===== src/rtl/addr_gen_port_arbiter.sv =====
// Round-robin arbiter sharing one single-port synchronous memory between NREQ
// address-generator requesters, with tagged read return and done aggregation.
module addr_gen_port_arbiter #(
  parameter int NREQ   = 4,
  parameter int ADDR_W = 10,
  parameter int DATA_W = 32
) (
  input  logic                   clk,
  input  logic                   rst,
  input  logic                   run,
  input  logic [NREQ-1:0]        enable,
  input  logic [NREQ-1:0]        req_valid,
  input  logic [NREQ*ADDR_W-1:0] req_addr,
  input  logic [NREQ-1:0]        req_we,
  input  logic [NREQ*DATA_W-1:0] req_wdata,
  output logic [NREQ-1:0]        req_ready,
  input  logic [NREQ-1:0]        req_done,
  output logic                   mem_en,
  output logic                   mem_we,
  output logic [ADDR_W-1:0]      mem_addr,
  output logic [DATA_W-1:0]      mem_wdata,
  input  logic [DATA_W-1:0]      mem_rdata,
  output logic [NREQ-1:0]        rdata_valid,
  output logic [DATA_W-1:0]      rdata,
  output logic                   all_done
);

  localparam int          IW = (NREQ > 1) ? $clog2(NREQ) : 1;
  localparam int unsigned NR = NREQ;

  logic [IW-1:0]     prio;
  logic [NREQ-1:0]   elig;
  logic [NREQ-1:0]   grant;
  logic [IW-1:0]     gidx;
  logic              found;
  logic              sel_we;
  logic [ADDR_W-1:0] sel_addr;
  logic [DATA_W-1:0] sel_wdata;
  logic [IW-1:0]     tag1, tag2;
  logic              rd1, rd2;
  logic [NREQ-1:0]   done_flag;

  assign elig = req_valid & enable & {NREQ{~run}};

  // Scan starts at prio and wraps modulo NREQ; the first eligible index wins.
  always_comb begin
    grant = '0;
    gidx  = '0;
    found = 1'b0;
    for (int unsigned k = 0; k < NR; k++) begin
      if (!found && elig[IW'((32'(prio) + k) % NR)]) begin
        found = 1'b1;
        gidx  = IW'((32'(prio) + k) % NR);
      end
    end
    if (found) grant[gidx] = 1'b1;
  end

  assign req_ready = grant;

  always_comb begin
    sel_we    = 1'b0;
    sel_addr  = '0;
    sel_wdata = '0;
    for (int unsigned i = 0; i < NR; i++) begin
      if (grant[i]) begin
        sel_we    = req_we[i];
        sel_addr  = req_addr[i*ADDR_W +: ADDR_W];
        sel_wdata = req_wdata[i*DATA_W +: DATA_W];
      end
    end
  end

  always_ff @(posedge clk) begin
    if (rst) begin
      prio      <= '0;
      mem_en    <= 1'b0;
      mem_we    <= 1'b0;
      mem_addr  <= '0;
      mem_wdata <= '0;
      tag1      <= '0;
      rd1       <= 1'b0;
      tag2      <= '0;
      rd2       <= 1'b0;
      done_flag <= '0;
      all_done  <= 1'b0;
    end else begin
      if (found) begin
        mem_en    <= 1'b1;
        mem_we    <= sel_we;
        mem_addr  <= sel_addr;
        mem_wdata <= sel_wdata;
        tag1      <= gidx;
        rd1       <= ~sel_we;
        prio      <= IW'((32'(gidx) + 1) % NR);
      end else begin
        mem_en <= 1'b0;
        mem_we <= 1'b0;
        rd1    <= 1'b0;
      end
      if (run) prio <= '0;

      rd2  <= rd1;
      tag2 <= tag1;

      if (run) begin
        done_flag <= '0;
        all_done  <= 1'b0;
      end else begin
        done_flag <= done_flag | req_done;
        all_done  <= (&(done_flag | ~enable)) & ~mem_en & ~rd2;
      end
    end
  end

  always_comb begin
    rdata_valid = '0;
    if (rd2) rdata_valid[tag2] = 1'b1;
  end

  assign rdata = mem_rdata;

endmodule


===== config.mk =====
export PLATFORM = sky130hd
export DESIGN_NAME = addr_gen_port_arbiter
export DESIGN_NICKNAME = d
export VERILOG_FILES = /design/src/rtl/addr_gen_port_arbiter.sv
export SDC_FILE = /design/constraint.sdc
export NUM_CORES = 1
export LEC_CHECK = 0
export BUFFER_PORTS_ARGS = -buffer_cell sky130_fd_sc_hd__buf_4
export CORE_AREA = 2 2 120 122
export DETAILED_ROUTE_END_ITERATION = 7
export DIE_AREA = 0 0 122 124
export HOLD_SLACK_MARGIN = 0.03
export PLACE_DENSITY = 0.63
export SLEW_MARGIN = 20
export SYNTH_ARGS = -nofsm -noshare
export SYNTH_HDL_FRONTEND = slang
export SYNTH_SLANG_ARGS = --single-unit

===== constraint.sdc =====
create_clock -name clk -period 2.7 [get_ports clk]
set_input_delay 0.135 -clock clk [delete_from_list [all_inputs] [get_ports clk]]
set_output_delay 0.135 -clock clk [all_outputs]
set_load 0.01 [all_outputs]

* Word-level counts from Yosys, hierarchy flattened
Index checks and enable logic that the tools add are counted.
Storage, ports and cells: input bits 219, output and inout bits 85, register bits 57, logic and storage cells 81
Cells by class: reductions and logical operators 11, add/subtract/negate cells 4, bitwise gates (word level) 12, multiplexer cells 35, order comparisons 8
Operator list (number):
- 32-bit two-way mux | 4
- 10-bit two-way mux | 4
- 2-bit by 3-bit less-than comparator with 1-bit output (second input constant) | 6
- 1-bit two-way mux | 15
- 4-bit bitwise AND | 2
- 1-bit binary-select mux with 2-bit select | 4
- 2-bit two-way mux | 4
- 4-bit two-way mux | 2
- 4-bit OR | 2
- 1-bit logical AND | 5
- 1-bit NOT | 5
- 2-bit by 1-bit adder with 2-bit output (second input constant) | 2
- 2-bit adder (second input constant) | 2
- 1-bit demux with 2-bit select | 2
- 2-bit by 1-bit >= comparator with 1-bit output (second input constant) | 2
- 4-bit NOT | 1
- 4-bit AND reduction | 1
- 2-bit OR reduction | 2
- 1-bit logical NOT | 3
- 1-bit bitwise AND | 2

* Depth between registers and ports, before layout
Gate-level depths: netlist of the first run.
word-level depth 24, mapped depth 12

* Worst setup path before layout of the first run
Ideal clock, no wire load.
path type flip-flop to flip-flop, start point register prio[1], end point register mem_wdata[2], arrival time 2251 ps, setup slack 317 ps, path buffers 2, setup time 132 ps, stages on the path, launching flop included 10, cell sequence dfxtp_1 > mux2_2 > o211ai_1 > and3b_1 > ha_1 > buf_2 > clkbuf_1 > o21ai_0 > a221oi_1 > o32ai_1
Between the ends: word-level cells in the longest chain between the ends 21, elaborated cells on any way between the ends 35, classes of those cells add/sub (3); order compare (2); mux (23); reduce/logical (7)
Ends and longest elaborated chain:
- start, declared | line 31 | logic [IW-1:0] prio;
- start signal, assigned | line 95 | prio <= IW'((32'(gidx) + 1) % NR);
- branches (longest 11 deep; another with 2-bit by 1-bit adder with 2-bit output)
- 2-bit two-way mux * | line 51 | if (!found && elig[IW'((32'(prio) + k) % NR)]) begin
- net gidx[0] | line 34 | logic [IW-1:0] gidx;
- 2-bit by 3-bit less-than comparator with 1-bit output (not written as such) / 2-bit by 1-bit >= comparator with 1-bit output (equally long branches) | line 56 | if (found) grant[gidx] = 1'b1;
- 1-bit logical AND (not written as such) | line 56
- 1-bit two-way mux (not written as such) | line 56
- 1-bit demux with 2-bit select * | line 56
- 4-bit two-way mux * | line 56
- 32-bit two-way mux (3 in series) | line 66 | if (grant[i]) begin
- 32-bit two-way mux * | line 66
- end signal, assigned | line 92 | mem_wdata <= sel_wdata;
- end, declared | line 21 | output logic [DATA_W-1:0] mem_wdata,
Mark *: on every way through the listed nets, which the timed path passes. The select of a mux whose other input is x is not followed. A chain may end at the register's enable or synchronous reset.

* Worst setup path after layout of the first run
start point register prio[1], end point register mem_wdata[15]
Same word-level chain as after synthesis.

==> results list, run 1 <==
- Compared with the post-synthesis result, the final layout area differs by 53.8%.
- After layout, the worst path uses between 90% and 100% of the clock period.
* Number of enable flip-flop cells after synthesis: 0
- IR analysis of the VDD net gives a maximum drop of around 220 uV.
- CTS sink cnt: 57
* Syn. warnings: 0
* Total wire length: around 16 mm
- After the first detailed-routing iteration, the DRC count stood at 185.
* Worst hold path type: in -> reg
- By instance count, the leading cell after synthesis is nand2_1.
- Buffers on Ports: approximately 240
* Filler cell count in the final layout: 1369
* Number of global-route vias before repair: approximately 4500
* Clock skew after layout: approximately 8 ps
- In this run the tightest slew margin relative to its limit is 41.3%.
- Kind of end point of the critical path: flip-flop
- Remaining number of nets flagged by the antenna check after routing: 0
- In this run, flip-flops and latches consume between 30% and 40% of the power.
- Setup total negative slack: 0 ps
- Counting instances, the worst hold path has a depth of 2.
* Critical path, cell by cell: mux2_2 > o211ai_1 > and3b_2 > ha_4 > buf_12 > nor2b_1 > a221oi_1 > o31a_1 > a211oi_1
- Vert. Die Dim: 124 um
* Total number of placement rows: 43
- DRT met1 WL: 5.76 mm
- Core region area: around 0.014 mm2
* Startpoint types: flip-flop
- The initial utilization of the core area, before any placement, comes to between 20 and 30%.
- Biggest area consumer among synthesized cells: dfxtp_1
* Worst R2R End: mem_wdata[15]
* Count of antenna diodes in the layout: 0
- Total Die Area: around 0.015 mm2
- Status: finished, final reports clean
- Summing the sequential cell areas from Yosys gives between 20% and 30% of the chip area.
- GRT Total Usage: 19.7%
* Fraction of layout instances using a drive strength above 1: about 48%
* Ranking of synthesized cells by instance count: 86 x nand2_1, 57 x dfxtp_1, 53 x nor2b_1
- Across the run, the number of max-cap violations was 0.
- The longest clock path from root to sink contains 2 buffers.
- Routability-driven placement finished with a final weighted congestion of about 0.9.
- Antenna violations before repair: 0
- The total count of max-transition violations in the final report came to 0.
- Horiz. Die Dim: 122 um
* Net count, final: 916
- Required @ worst endpoint: approximately 2900 ps
* Placed wire-length estimate: ~12 mm
* Switching power: 787 uW
- After synthesis the cells add up to around 0.0041 mm2.
- Most instantiated flip-flop cell in the synthesis netlist: dfxtp_1
* Number of distinct standard cells referenced by the synthesized netlist: between 40 and 50
- Cell Pwr Density: about 440 mW/mm2
* R2R Path Start: prio[1]
* Min-Delay Startpoint: enable[3]
- Worst-skew pair later-pin latency: about 330 ps
- Number of buffers created by CTS: 9
* Async SR Flop Fraction: 0%
* Portion of synthesized cell area occupied by the leading cell type: around 28%
- The internal power of the cells totals between 2000 and 2500 uW.
- Of the total power, the share spent switching nets is between 20% and 30%.
- Synthesized netlist cell count: 495
* Crit path DAT: 2800 ps
- Slowest library cell on the worst path: dfxtp_1
* Clk pwr share: between 40% and 50%
* Reg2reg setup slack: 60 ps
- Critical path class: reg -> reg
* Ratio of routed vias to standard cells: 5.08
- Maximum achievable frequency: roughly 380 MHz
* Grt total ovfl: 0
- Of the total power, combinational logic draws 26.9%.
- Global-route wire length before repair: around 23 mm
- TritonCTS built the clock tree.
* Io pins: between 300 and 400
* Placed cell count: ~850
- In the routed design, unresolved DRC markers number 0.
* Synthesized flop and latch total: 57
- Counting cells, the worst reg-to-reg path comes to 9.
- Wire length on met2: 8.03 mm
* Max stage delay on crit path: about 420 ps
- In the detailed route, the total length drawn on met3 is roughly 1.4 mm.
- After detailed routing, the average wire length per cell comes to 17.8 um.
- Lkg Pwr: 0.00267 uW
- Entering global routing, the biggest net connects between 50 and 60 pins.
- A synthesized cell averages approximately 8.3 um2.
- Largest cells by area after synthesis: dfxtp_1 28%, nor2b_1 8.1%, o32ai_2 7.9%
- The clock tree synthesis step divided the H-tree into 3 levels.
* TritonRoute pass-1 iters: 4
- Number of cells in the finished layout apart from fillers: around 900
- Routed signal wires occupy layers up through met4.
- Setup violations remaining at the end of the flow were counted as 0.
* Clock transition at path regs: around 60 ps
- Clock tree synthesis selected as its root buffer the cell clkbuf_16.
- In this run the worst path has a maximum fanout of 31.
* Worst-Margin Slew: roughly 900 ps
* Via count: between 4000 and 5000
- Synthesis produced a netlist with a net count of just over 700.
- Total count of hold-check failures in the final report: 0
* Minimum period implied by the final worst setup slack: 2640 ps
- The path with the worst hold slack has its endpoint at all_done.
-- state kept, by name, summed over array words and instances, names as in the netlist --
name	cells
rd2	1
rd1	1
mem_wdata	32
mem_addr	10
mem_we	1
tag1	2
prio	2
tag2	2
all_done	1
done_flag	4
mem_en	1
-- routing by layer --
metal  up-vias  track usage, %
li1       2132               -
met1      2069            20.6
met2       219            36.4
met3        40            6.32
met4         0            8.33
met5         -               0
-- through the flow --
stage          instance area [um2]  hold WS, ps  utilization [%]  setup WS, ps  power (uW)
6_report                      6320         65.3             46.0          64.3        2810
5_1_grt                       6320         71.8             46.0         -31.4        2950
4_1_cts                       6250         60.2             45.5          22.8        2840
3_5_place_dp                  5890          270             42.9         -53.5        1660
3_3_place_gp                  5890          270             42.9          42.2        1640
2_1_floorplan                 4110          247                -           317        1330
-- layout make-up --
class / count / area (um2) / share of cell area, %
inverter: 42 / 158 / 2.50
tap: 180 / 225 / 3.57
sequential: 57 / 1140 / 18.1
clock buffer: 11 / 243 / 3.84
timing repair buffer: 262 / 2080 / 33.0
clock inverter: 5 / 55.1 / 0.871
multi-input combinational: 321 / 2410 / 38.2
-- repair_timing --
action | in CTS | in global routing
gates cloned | 0 | 1
hold buffers | 4 | 0
pin swaps | 1 | 2
resized for setup | 3 | 6
hold endpoints to repair | 4 | 0
setup endpoints to repair | 3 | 41
buffers inserted | 1 | 2
-- worst max-delay path, delay by kind of cell (launching register included) --
kind            cells  cell delay [ps]
simple gates        2              350
compound gates      4              920
fa+ha+maj           1              220
mux                 1              370
buf+inv             1              190
flops               1              420
-- cell families after synthesis --
group / Yosys count / synth area share [%]
AND/OR/NAND/NOR: 165 / 19.9
AO/OA/AOI/OAI: 151 / 35.5
buffers and inverters: 117 / 15.4
flip-flops: 57 / 27.8
adder cells (fa/ha/maj): 4 / 1.22
multiplexers: 1 / 0.274
-- cells in the final DEF, fill, tap and decap left out, types with 2 or more instances in the layout --
cell | netlist | routed
buf_4 | 33 | 250
nor2b_1 | 53 | 52
nand2_1 | 86 | 85
clkinvlp_4 | 0 | 2
buf_12 | 2 | 7
a22oi_4 | 2 | 2
inv_1 | 42 | 42
a221oi_1 | 23 | 21
clkbuf_16 | 0 | 10
dfxtp_1 | 57 | 56
a22o_1 | 2 | 2
clkinv_2 | 0 | 2
o21a_1 | 4 | 4
nor4bb_2 | 0 | 2
a221oi_2 | 20 | 22
o32ai_1 | 18 | 18
a2111oi_0 | 2 | 2
dlygate4sd3_1 | 0 | 4
o32ai_2 | 20 | 20
ha_2 | 0 | 2
a21o_1 | 2 | 2
a211oi_1 | 4 | 4
nor2_1 | 7 | 7
a21oi_1 | 3 | 3
o21ai_0 | 38 | 38
o31a_1 | 5 | 5
nand2b_1 | 4 | 3
ha_4 | 0 | 2
and2_1 | 5 | 5
o211ai_1 | 3 | 3
-- worst max path at each step --
| stage | to | cells after the start | start | slack, ps |
|---|---|---|---|---|
| global route | mem_wdata[12] | 9 | prio[1] | -30 |
| detailed placement | mem_wdata[8] | 10 | prio[0] | -50 |
| global placement | mem_wdata[8] | 10 | prio[0] | 40 |
| floorplan | mem_wdata[2] | 9 | prio[1] | 320 |
| CTS | mem_wdata[15] | 10 | prio[0] | 20 |
| finish | mem_wdata[15] | 9 | prio[1] | 60 |
-- power by group through the flow --
| stage | Sequential [uW] | Combinational, uW | Clock, uW |
|---|---|---|---|
| 6_report | 906 | 757 | 1150 |
| 5_1_grt | 910 | 821 | 1220 |
| 4_1_cts | 905 | 748 | 1190 |
| 3_5_place_dp | 923 | 736 | 0 |
| 3_3_place_gp | 921 | 721 | 0 |
| 2_1_floorplan | 933 | 395 | 0 |
No activity file was read; power rests on OpenSTA's default activity.
==> run 2, diff against run 1 <==
Settings changed: BUFFER_PORTS_ARGS -buffer_cell sky130_fd_sc_hd__buf_4 to default, CORE_AREA 2 2 120 122 to 2 2 118 120, DIE_AREA 0 0 122 124 to 0 0 120 122, DONT_BUFFER_PORTS from default to 1, PLACE_DENSITY 0.63 to 0.45.
==> run 2 against run 1 <==
Effect of this change: sequential power increased by 2%; via count is 20% lower; worst setup slack improved by 95 ps; non-clock buffer count decreased by 215; first-iteration DRC count decreased by 28%; combinational power decreased by 36%; die area fell by 3.2%; sequential cell count is the same; sequential share of layout area increased by 5.8 points; design area shrank 24%; worst hold slack got worse by 21 ps; fmax up 3.7%; critical endpoint is now req_ready[2]; largest cell class unchanged.
==> results list, run 2 (synthesized netlist as in run 1, its figures left out) <==
* Status: finished, final reports clean
- At the worst endpoint, the required time is between 2000 and 3000 ps.
* Net count, final: 701
- For this design the ratio of total power to cell area is around 560 mW/mm2.
- The detailed router finished its first iteration with 133 violations.
- The first detailed-routing pass took 4 iterations.
* Synthesis-to-layout area growth: 16.5%
- In this run the static leakage power is 0.00161 uW.
* Maximum achievable frequency: around 400 MHz
- Dividing the detail-routed via count by the number of cells gives ~5.4.
* Worst-Margin Slew: 890 ps
* Fraction of layout instances using a drive strength above 1: 19.5%
- Number of global-route vias before repair: roughly 3600
* Horiz. Die Dim: 120 um
* Grt total ovfl: 0
- Measured against its own limit, the worst slew margin works out to approximately 41%.
- Total wire length: about 14 mm
- The number of failing hold endpoints at the final stage was 0.
* Final weighted congestion in routability-driven placement: 0.736
- Initial core utilization: a little under a third
- Count of unresolved DRC violations after routing: 0
* Startpoint types: flip-flop
* Number of cells in the finished layout apart from fillers: about 660
- Placed wire-length estimate: just over 10 mm
- The floorplan has between 40 and 50 rows.
* CTS sink cnt: 57
* Registers with the most flip-flops: mem_wdata (32), mem_addr (10), done_flag (4)
* Largest net degree at the start of global routing: 38
- The register with the most flip-flops in the layout has 32 of them.
* Total Die Area: 0.0146 mm2
- Core region area: between 0.01 and 0.015 mm2
- The total count of max-transition violations in the final report is 0.
- Placed cell count: 619
- The path class of the tightest hold or removal check is in -> reg.
* Crit path DAT: 2410 ps
- Remaining number of nets flagged by the antenna check after routing: 0
- Clock skew after layout: around 8 ps
- Io pins: about 300
- Clk root buf: clkbuf_16
- Endpoints failing setup: 0
- Number of buffers created by CTS: 9
- Minimum period implied by the final worst setup slack: around 2500 ps
* Largest fanout on the critical path: 21
- Utilization after layout: approximately 35%
* Largest reg by FF count: mem_wdata
- Maximum VDD drop: between 200 and 300 uV
- Leaving out fill and tap cells, the most frequent cell in the layout is nand2_1.
- The clock passes through at most 2 buffers.
* Critical path class: reg -> out
- Global-route wire length before repair: roughly 20 mm
- The die is around 120 um tall.
- Max Cap Violations: 0
- Clock tree from TritonCTS: yes
- H-Tree Depth: 3
- The number of antenna violations at the first check in global routing is 1.
- Top library cells by usage in the layout, fill and taps aside: 85 x nand2_1, 56 x dfxtp_1, 52 x nor2b_1
- In this run the cell area measured after placement is roughly 0.0041 mm2.
* Clock transition at path regs: roughly 60 ps
* GRT Total Usage: between 15 and 20%
* Post-route fraction of the period consumed by the critical path: a little over nine tenths
- For this block, the via count after detailed routing is roughly 3600.
* Kind of end point of the critical path: primary output
* Buffers on Ports: 0
- WL/cell: 20.5 um
* Worst-skew pair later-pin latency: between 300 and 400 ps
* Final Cell Area: ~0.0048 mm2
-- run 2: changes by cell type in the layout (fill, tap and decap cells not counted), sizes merged --
cell         before  now
clkinvlp          2    1
bufinv            1    2
diode             0    1
dlygate4sd3       4   25
buf             257   22
clkbuf           12   11
-- run 2: critical path, stage by stage (launching register included) --
cell,delay (ps)
dfxtp_2,350
nor4bb_1,300
mux2_2,200
o211ai_1,130
nand3b_1,220
ha_4,200
nand2b_1,90
a21oi_4,180
buf_12,220
buf_4,150
-- run 2: final timing paths --
path,start,end,slack [ps],cells after the start
worst max register to register,prio[0],mem_addr[7],170,10
worst max-delay path,prio[0],req_ready[2],160,9
worst min-delay path,req_addr[34],mem_addr[4],40,2
worst min register to register,rd1,rd2,440,1
-- run 2: repair_timing --
item	4_1_cts	5_1_grt
hold buffers	25	0
pin swaps	1	1
buffers inserted	3	0
cloned	0	0
endpoints found under the hold margin	31	0
resized for setup	0	9
setup endpoints to repair	2	40
-- run 2: final cells by class --
cell class	instances	area [um2]
diodes	1	2.50
clock buffers	11	253
clock inverters	5	77.6
fillers	1392	8720
inverters	42	158
multi-input cells	321	2400
flip-flops and latches	57	1140
well taps	180	225
repair buffers	47	523
-- run 2: routing by layer --
layer / GRT usage, % / wire length [um] / up-vias
met3: 7.16 / 1160 / 32
li1: - / - / 1701
met5: 0 / 0 / -
met4: 6.76 / 325 / 0
met2: 31.0 / 6920 / 158
met1: 20.1 / 5210 / 1690
-- run 2: where the power goes --
group / switching (uW) / internal (uW) / total [uW]
Combinational: 266 / 218 / 484
Clock: 425 / 854 / 1280
Sequential: 43.2 / 882 / 926
Total: 733 / 1950 / 2690
-- run 2: stage by stage --
step,setup TNS [ps],power (uW),setup WS (ps),hold WS [ps]
5_1_grt,-1.49,2820,-1.49,37.2
2_1_floorplan,0,1330,317,247
6_report,0,2690,159,44.2
3_5_place_dp,0,1390,15.2,208
3_3_place_gp,0,1380,136,209
4_1_cts,0,2730,8.66,30.2
